--- src/rtl/fetch_unit_if.sv ---
// Bundle between the fetch stage and its neighbours: the memory read port, the
// redirect input from execute, and the instruction stream to decode.
interface fetch_unit_if;
  logic [31:0] mem_addr;
  logic        mem_rstrb;
  logic [31:0] mem_rdata;
  logic        redirect_valid;
  logic [31:0] redirect_addr;
  logic        instr_valid;
  logic [31:0] instr;
  logic [31:0] instr_pc;
  logic        instr_ready;

  modport master (
    output mem_addr, mem_rstrb, instr_valid, instr, instr_pc,
    input  mem_rdata, redirect_valid, redirect_addr, instr_ready
  );

  modport slave (
    input  mem_addr, mem_rstrb, instr_valid, instr, instr_pc,
    output mem_rdata, redirect_valid, redirect_addr, instr_ready
  );
endinterface

--- src/rtl/fetch_unit.sv ---
// RV32I fetch stage: issues word reads against a 1-cycle memory, tags returned
// words with their PC and queues them for decode; redirects flush everything.
module fetch_unit #(
  parameter logic [31:0] RESET_ADDR = 32'h0000_0000,
  parameter int          DEPTH      = 2
) (
  input  logic         clk,
  input  logic         reset,
  fetch_unit_if.master bus
);
  localparam int PW = (DEPTH > 1) ? $clog2(DEPTH) : 1;
  localparam int CW = $clog2(DEPTH + 1);

  typedef struct packed {
    logic [31:0] instr;
    logic [31:0] pc;
  } entry_t;

  logic [31:0]   fetch_pc;
  logic [31:0]   inflight_pc;
  logic          inflight;
  entry_t        q [DEPTH];
  logic [PW-1:0] head, tail;
  logic [CW-1:0] count;

  logic          valid, pop, push, issue;
  logic [CW:0]   credit;

  function automatic logic [PW-1:0] nxt(input logic [PW-1:0] p);
    return (p == PW'(DEPTH - 1)) ? '0 : p + PW'(1);
  endfunction

  assign valid  = (count != '0);
  assign pop    = valid & bus.instr_ready;
  // Slots already owned (queued + arriving) minus the one leaving this cycle;
  // only issue when the returned word is guaranteed a slot.
  assign credit = {1'b0, count} + (CW+1)'(inflight) - (CW+1)'(pop);
  assign issue  = !reset && !bus.redirect_valid && (credit < (CW+1)'(DEPTH));
  assign push   = inflight && !bus.redirect_valid;

  assign bus.mem_addr    = fetch_pc;
  assign bus.mem_rstrb   = issue;
  assign bus.instr_valid = valid;
  assign bus.instr       = valid ? q[head].instr : '0;
  assign bus.instr_pc    = valid ? q[head].pc    : '0;

  always_ff @(posedge clk or posedge reset) begin
    if (reset) begin
      fetch_pc    <= RESET_ADDR;
      inflight    <= 1'b0;
      inflight_pc <= '0;
      count       <= '0;
      head        <= '0;
      tail        <= '0;
    end else if (bus.redirect_valid) begin
      fetch_pc <= {bus.redirect_addr[31:2], 2'b00};
      inflight <= 1'b0;
      count    <= '0;
      head     <= '0;
      tail     <= '0;
    end else begin
      inflight <= issue;
      if (issue) begin
        inflight_pc <= fetch_pc;
        fetch_pc    <= fetch_pc + 32'd4;
      end
      if (push) tail <= nxt(tail);
      if (pop)  head <= nxt(head);
      count <= count + CW'(push) - CW'(pop);
    end
  end

  // Payload needs no reset: outputs are gated by count.
  always_ff @(posedge clk) begin
    if (push) q[tail] <= '{instr: bus.mem_rdata, pc: inflight_pc};
  end
endmodule

--- src/flat_wrapper.sv ---
// flat-port wrapper written by rule: the top's interface ports become plain ports
module fetch_unit_flat 
#(
  parameter logic [31:0] RESET_ADDR = 32'h0000_0000,
  parameter int          DEPTH      = 2
)
  (clk, reset, bus_mem_addr, bus_mem_rstrb, bus_instr_valid, bus_instr, bus_instr_pc, bus_mem_rdata, bus_redirect_valid, bus_redirect_addr, bus_instr_ready);
  fetch_unit_if bus_i ();
  input  logic clk;
  input  logic reset;
  output wire logic [$bits(bus_i.mem_addr)-1:0] bus_mem_addr;
  output wire logic [$bits(bus_i.mem_rstrb)-1:0] bus_mem_rstrb;
  output wire logic [$bits(bus_i.instr_valid)-1:0] bus_instr_valid;
  output wire logic [$bits(bus_i.instr)-1:0] bus_instr;
  output wire logic [$bits(bus_i.instr_pc)-1:0] bus_instr_pc;
  input wire logic [$bits(bus_i.mem_rdata)-1:0] bus_mem_rdata;
  input wire logic [$bits(bus_i.redirect_valid)-1:0] bus_redirect_valid;
  input wire logic [$bits(bus_i.redirect_addr)-1:0] bus_redirect_addr;
  input wire logic [$bits(bus_i.instr_ready)-1:0] bus_instr_ready;
  assign bus_mem_addr = bus_i.mem_addr;
  assign bus_mem_rstrb = bus_i.mem_rstrb;
  assign bus_instr_valid = bus_i.instr_valid;
  assign bus_instr = bus_i.instr;
  assign bus_instr_pc = bus_i.instr_pc;
  assign bus_i.mem_rdata = bus_mem_rdata;
  assign bus_i.redirect_valid = bus_redirect_valid;
  assign bus_i.redirect_addr = bus_redirect_addr;
  assign bus_i.instr_ready = bus_instr_ready;
  fetch_unit #(.RESET_ADDR(RESET_ADDR), .DEPTH(DEPTH)) u_core (.clk(clk), .reset(reset), .bus(bus_i));
endmodule
--- config.mk ---
export PLATFORM = sky130hd
export DESIGN_NAME = fetch_unit_flat
export DESIGN_NICKNAME = d
export VERILOG_FILES = /design/src/rtl/fetch_unit_if.sv /design/src/rtl/fetch_unit.sv /design/src/flat_wrapper.sv
export SDC_FILE = /design/constraint.sdc
export NUM_CORES = 1
export LEC_CHECK = 0
export BUFFER_PORTS_ARGS = -buffer_cell sky130_fd_sc_hd__buf_4
export CELL_PAD_IN_SITES_DETAIL_PLACEMENT = 0
export CELL_PAD_IN_SITES_GLOBAL_PLACEMENT = 1
export CORE_ASPECT_RATIO = 1.5
export CORE_MARGIN = 3
export CORE_UTILIZATION = 44
export DETAILED_ROUTE_END_ITERATION = 8
export GPL_TIMING_DRIVEN = 0
export PLACE_DENSITY = 0.83
export SYNTH_ARGS = -nofsm -noshare
export SYNTH_HDL_FRONTEND = slang
export SYNTH_SLANG_ARGS = --single-unit
export TNS_END_PERCENT = 100
--- constraint.sdc ---
create_clock -name clk -period 4.2 [get_ports clk]
set_input_delay 0.42 -clock clk [delete_from_list [all_inputs] [get_ports clk]]
set_output_delay 0.42 -clock clk [all_outputs]
set_load 0.005 [all_outputs]
==> metrics.txt, run 1 <==
Wirelength per Cell=18.9 um; synth-to-layout area growth=26.2%; max_slew headroom=41.2%; met1 Usage GRT=23.1%; Post-synth top flop=edfxtp_1; number of buffers created by CTS=17; async set-reset flop share out of synthesis=34.4%; Boundary Pins=166; fmax=between 200 and 300 MHz; area post-placement=approximately 9500 um2; nets=between 800 and 900; # hold bufs at CTS=0; endpoints failing setup=0; Overflow after GRT=0; drt pass-1 iters=5; # rows=59; Syn. warnings=0; first-pass GRT wire length=30.5 mm; # fillers=1494; period utilization=91.1%; number of synthesized flops with an enable pin=124; synthesized area per cell=12.6 um2; Die Wd=roughly 120 um; clk_skew=~0.010 ns; drt total wl=19.7 mm; GR Util met3=under 10%; drt drc=0; crit end category=primary output; total die area=between 15000 and 20000 um2; Pleak=between 0.004 and 0.005 uW; CTS H-tree lvls=4; CTS Sinks=189; gr usage total=20.1%; Fin Hold WS=0.106 ns; CTS tree=yes; flip-flop and latch count after synthesis=roughly 190; met2 Resource Use GR=between 30% and 40%; Peak VDD IR=0.000328 V; worst slack at placement=between 0.002 and 0.003 ns; Core ar.=approximately 18000 um2; # diodes=0; share of cells above drive strength 1=26.3%; post-synth cell types=51; power density over cell area=622 nW/um2; critical path startpoint category=flop; Gate Count Post-Synth=635; status=complete, no violations; Die H=171 um; Max clock buf depth=2; Storage cell area=5350 um2; HP Class=in -> async; initial antenna violation count=0; Post-DRT Antenna Nets=0; Power, Total=between 6000 and 7000 uW; port buffer count=158; synthesized area=~8000 um2; critical path class=reg -> out; Initial Util=45.6%; Final Hold Viols=0; Reg clk slew, reported paths=0.07 ns; vias in the first global route=5808; Req. time, crit path=between 3 and 4 ns; Seq/Total Area, Yosys=66.8%; minimum clock period=approximately 3.8 ns; CP Max Fanout=10; CP arrival=3.41 ns; Vias/cell=5.41; final setup margin=0.375 ns; Multi-input gate area=around 2500 um2; Initial DRC Count=348; design area=10100 um2; Worst Tran Pin Value=0.881 ns; Clock Latency Late Sink=between 0.4 and 0.5 ns; setup TNS=0 ns; vias=5643; CTS Root Cell=clkbuf_16; GRT busiest layer=met2; Slew Viols, Final=0; RSZ-0062 raised after global routing=false; placed wire-length estimate=14.3 mm; Max Cap Viol=0; global placement routability congestion=~0.88; largest net degree at the start of global routing=63
[cell usage in the layout (no fill, tap or decap), drive strengths merged, types with 10 or more instances in the layout]
cell,synthesis,routed
buf,21,182
clkbuf,18,37
dfrtp,65,65
edfxtp,124,124
inv,10,12
mux2i,62,62
nand2,120,120
nand3,22,22
nand4,13,13
nor2,67,67
o211ai,10,10
o311ai,21,21
or4,14,14
[worst paths after layout]
kind                                                         from                                  to  slack (ns)  depth (start not counted)
worst min-delay path                                        reset  u_core.bus.mem_addr[8]$_DFFE_PP0P_        0.11                          2
worst max-delay path                    u_core.count[1]$_DFF_PP0_                       bus_mem_rstrb        0.37                         12
min in group clk                                bus_mem_rdata[27]           u_core.q[0][59]$_DFFE_PP_        0.18                          1
worst max register to register          u_core.count[1]$_DFF_PP0_  u_core.bus.mem_addr[8]$_DFFE_PP0P_        0.94                         10
worst min register to register  u_core.inflight_pc[4]$_DFFE_PP0P_            u_core.q[1][4]$_DFFE_PP_        0.47                          0
max in group asynchronous                                   reset  u_core.inflight_pc[20]$_DFFE_PP0P_        3.46                          3
[stage by stage]
step	utilization [%]	std cells
after CTS	57.4	1042
after floorplan	-	638
after detailed placement	54.2	1011
after global placement	53.9	1009
after global routing	57.5	1043
final	57.5	1043
[timing repair]
action                     in CTS  in global routing
gates resized for setup         3                  1
setup endpoints to repair       1                  1
pin swaps                       0                  1
buffers inserted                0                  1
[cell families after synthesis]
kind of cell    count (synthesis)  share of synthesized area, %
xor+xnor                        8                         0.875
buf+inv                        50                          2.78
fa+ha+maj                       4                         0.719
simple gates                  268                          15.7
compound gates                 52                          5.11
other cells                     1                        0.0468
flops                         189                          66.8
mux                            63                          7.89
[critical path, cell delays in order, from the launching register on]
cell and delay, ns:
dfrtp_1 0.54, nor2_4 0.07, inv_1 0.10, and2_1 0.23, nor2b_1 0.21, fa_1 0.47
nor3b_2 0.22, nand2_1 0.10, buf_2 0.24, buf_2 0.31, buf_2 0.29, inv_1 0.06
buf_4 0.13
[layout make-up]
cell class | count | area share [%]
sequential | 189 | 53.0
multi-input combinational | 399 | 24.5
timing repair buffer | 161 | 12.2
clock buffer | 19 | 4.29
tap | 213 | 2.64
buffer | 39 | 1.80
clock inverter | 12 | 1.20
inverter | 11 | 0.409
[sequential cells by signal, summed over array words and instances (netlist names)]
register / cells
u_core.tail: 1
u_core.inflight_pc: 30
u_core.head: 1
u_core.q: 124
u_core.inflight: 1
u_core.bus.mem_addr: 30
u_core.count: 2
[synth_stat cells, drive strengths merged (2+ instances only)]
master | number | share of area, %
edfxtp | 124 | 47
nand2 | 120 | 5.6
nor2 | 67 | 3.1
dfrtp | 65 | 20
mux2i | 62 | 7.8
nand3 | 22 | 1.4
buf | 21 | 1.4
o311ai | 21 | 2.3
clkbuf | 18 | 0.84
or4 | 14 | 1.4
nand4 | 13 | 1.3
inv | 10 | 0.47
o211ai | 10 | 0.94
and2 | 6 | 0.47
o21ai | 6 | 0.38
and4 | 5 | 0.56
nor2b | 5 | 0.39
xnor2 | 5 | 0.55
or3 | 4 | 0.31
a221o | 3 | 0.39
a22oi | 3 | 0.28
ha | 3 | 0.47
nor4 | 3 | 0.31
xor2 | 3 | 0.33
a211o | 2 | 0.22
a21oi | 2 | 0.13
a31oi | 2 | 0.16
and3 | 2 | 0.17
nor3 | 2 | 0.13
nor3b | 2 | 0.19
[per-layer routing]
layer | part of all wire [%] | up-vias
met3 | 5.2 | 53
met2 | 52 | 202
met5 | 0 | -
met1 | 39 | 2716
li1 | - | 2672
met4 | 3.8 | 0
[where the power goes]
group,internal [uW],switching [uW],total (uW)
clock network,868,657,1530
registers,2420,250,2670
logic,925,1170,2090
total,4210,2080,6280
Power figures use the tool's default switching activity.
==> run 2: changes to the inputs <==
RECOVER_POWER = 25   (was not set)
==> run 2 against run 1 <==
  * Fmax barely moved
  * Sequential power hardly changed
  * Die area unchanged
  * Critical endpoint unchanged
  * Largest power group unchanged
  * Highest routed layer unchanged
==> metrics.txt, run 2 (synthesis results as in run 1) <==
Peak VDD IR=0.000328 V (about the same); share of cells above drive strength 1=24.9% (-1.3 points); switching portion of total power=33.0% (about the same); # rows=59 (unchanged); vias in the first global route=5808 (unchanged); critical path class=reg -> out; nets=890 (unchanged); minimum clock period=3.82 ns (-0.000963 ns); Die Wd=116 um (unchanged); fmax=261 MHz (about the same); Die H=171 um (unchanged); combinational group share of total power=33.3% (about the same); port buffer count=158 (unchanged); Top reg by flops=u_core.q; Max Cap Viol=0 (unchanged); # diodes=0 (unchanged); Multi-input gate area=2470 um2 (unchanged); power density over cell area=624 nW/um2 (+0.23%); Initial Util=45.6% (unchanged); CP arrival=3.40 ns (about the same); Slew Viols, Final=0 (unchanged); Worst R2R End=u_core.bus.mem_addr[8]$_DFFE_PP0P_; most frequent cells in the layout=buf_4 (130), edfxtp_1 (124), nand2_1 (120); gr usage total=20.1% (unchanged); status=complete, no violations; clk_skew=0.00984 ns (-0.000345 ns); crit end category=primary output; CTS tree=yes; fin util=57.3% (-0.21 points); Final Hold Viols=0 (unchanged); Core ar.=17600 um2 (unchanged); placed wire-length estimate=14.3 mm (unchanged); Max clock buf depth=2 (unchanged); clock power share=24.3% (about the same); global placement routability congestion=0.884 (unchanged); Pleak=0.00400 uW (-0.99%); CTS Sinks=189 (unchanged); CTS H-tree lvls=4 (unchanged); first-pass GRT wire length=30.5 mm (unchanged); Post-DRT Antenna Nets=0 (unchanged); HP Class=in -> reg; Vias/cell=5.41 (about the same); switching power=2070 uW (-0.18%); # fillers=1496 (+0.13%); period utilization=91.1% (about the same); Initial DRC Count=328 (-5.7%); Worst Tran Pin Value=1.11 ns (+0.226 ns); Req. time, crit path=3.78 ns (about the same); critical path startpoint category=flop; Worst R2R Setup Slack=0.96 ns (+0.02 ns); synth-to-layout area growth=25.7%; worst slack at placement=0.00253 ns (unchanged); Wirelength per Cell=18.8 um (-0.16%); Reg power frac=42.5% (about the same); RSZ-0062 raised after global routing=false; vias=5647 (+0.071%); Storage cell area=5350 um2 (unchanged); max_slew headroom=26.1% (-15 points); drt pass-1 iters=4 (-1); Clock Latency Late Sink=0.42 ns (about the same); Overflow after GRT=0 (unchanged); drt total wl=19.7 mm (-0.16%); total die area=19900 um2 (unchanged); initial antenna violation count=0 (unchanged); most common cell after layout, fill and taps aside=buf_4; Worst Reg2Reg Path Length in Cells=10 (unchanged); drt drc=0 (unchanged); Hold Crit Start=bus_mem_rdata[31]; Fin Hold WS=0.205 ns (+0.0984 ns); # hold bufs at CTS=0 (unchanged); endpoints failing setup=0 (unchanged); number of buffers created by CTS=17 (unchanged); max reg flops=124 (unchanged); Hold Crit Depth=1; CP Max Fanout=10 (unchanged); P_int=4200 uW (-0.12%); R2R Path Start=u_core.count[1]$_DFF_PP0_; Boundary Pins=166 (unchanged); largest net degree at the start of global routing=63 (unchanged); final setup margin=0.376 ns (+0.000963 ns); Reg clk slew, reported paths=0.07 ns (about the same); Hold Crit Endpoint=u_core.q[1][63]$_DFFE_PP_; CTS Root Cell=clkbuf_16
-- run 2: layout make-up --
type | count | share of cell area (%)
buffer | 39 | 1.80
clock buffer | 19 | 4.30
clock inverter | 12 | 1.21
inverter | 11 | 0.410
multi-input combinational | 399 | 24.6
sequential | 189 | 53.2
tap | 213 | 2.65
timing repair buffer | 161 | 11.9
-- run 2: worst max path at each step --
stage	from	endpoint	slack [ns]
5_1_grt	u_core.count[1]$_DFF_PP0_	bus_mem_rstrb	0.19
2_1_floorplan	bus_redirect_valid	u_core.q[0][10]$_DFFE_PP_	0.21
4_1_cts	u_core.count[1]$_DFF_PP0_	bus_mem_rstrb	0.09
3_3_place_gp	bus_redirect_valid	u_core.q[0][35]$_DFFE_PP_	-1.21
3_5_place_dp	u_core.count[1]$_DFF_PP0_	bus_mem_rstrb	0.003
6_report	u_core.count[1]$_DFF_PP0_	bus_mem_rstrb	0.38
-- run 2: timing repair --
item,4_1_cts,5_1_grt
pin swaps,0,1
setup buffers,0,1
endpoints found under the setup margin,1,1
gates resized for setup,3,1
-- run 2: routing by layer --
metal	share of wire [%]	GRT usage, %	vias to the layer above
met3	5.2	4.12	54
met4	3.6	10.2	0
li1	-	-	2669
met1	38	23.1	2724
met2	53	35.2	200
met5	0	0	-
-- run 2: critical path, cell delays in order, from the launching register on --
cell and delay, ns:
dfrtp_1 0.54, nor2_4 0.07, inv_1 0.10, and2_1 0.23
nor2b_1 0.21, fa_1 0.47, nor3b_2 0.22, nand2_1 0.10
buf_2 0.24, buf_2 0.31, buf_2 0.29, inv_1 0.06
buf_4 0.13
-- run 2: per-stage QoR --
stage / TNS [ns] / power [uW] / std cells / area [um2]
after floorplan: 0 / 3760 / 638 / 8020
after CTS: 0 / 6340 / 1042 / 10100
after global routing: 0 / 6660 / 1043 / 10100
final: 0 / 6280 / 1043 / 10100
after detailed placement: 0 / 4800 / 1011 / 9520
after global placement: -74.39 / 4730 / 1009 / 9470
-- run 2: power groups by stage --
stage	logic (uW)	registers (uW)	clock network (uW)
final	2090	2660	1520
after global routing	2320	2710	1640
after CTS	2120	2660	1550
after detailed placement	2100	2700	0
after global placement	2040	2690	0
after floorplan	1140	2630	0
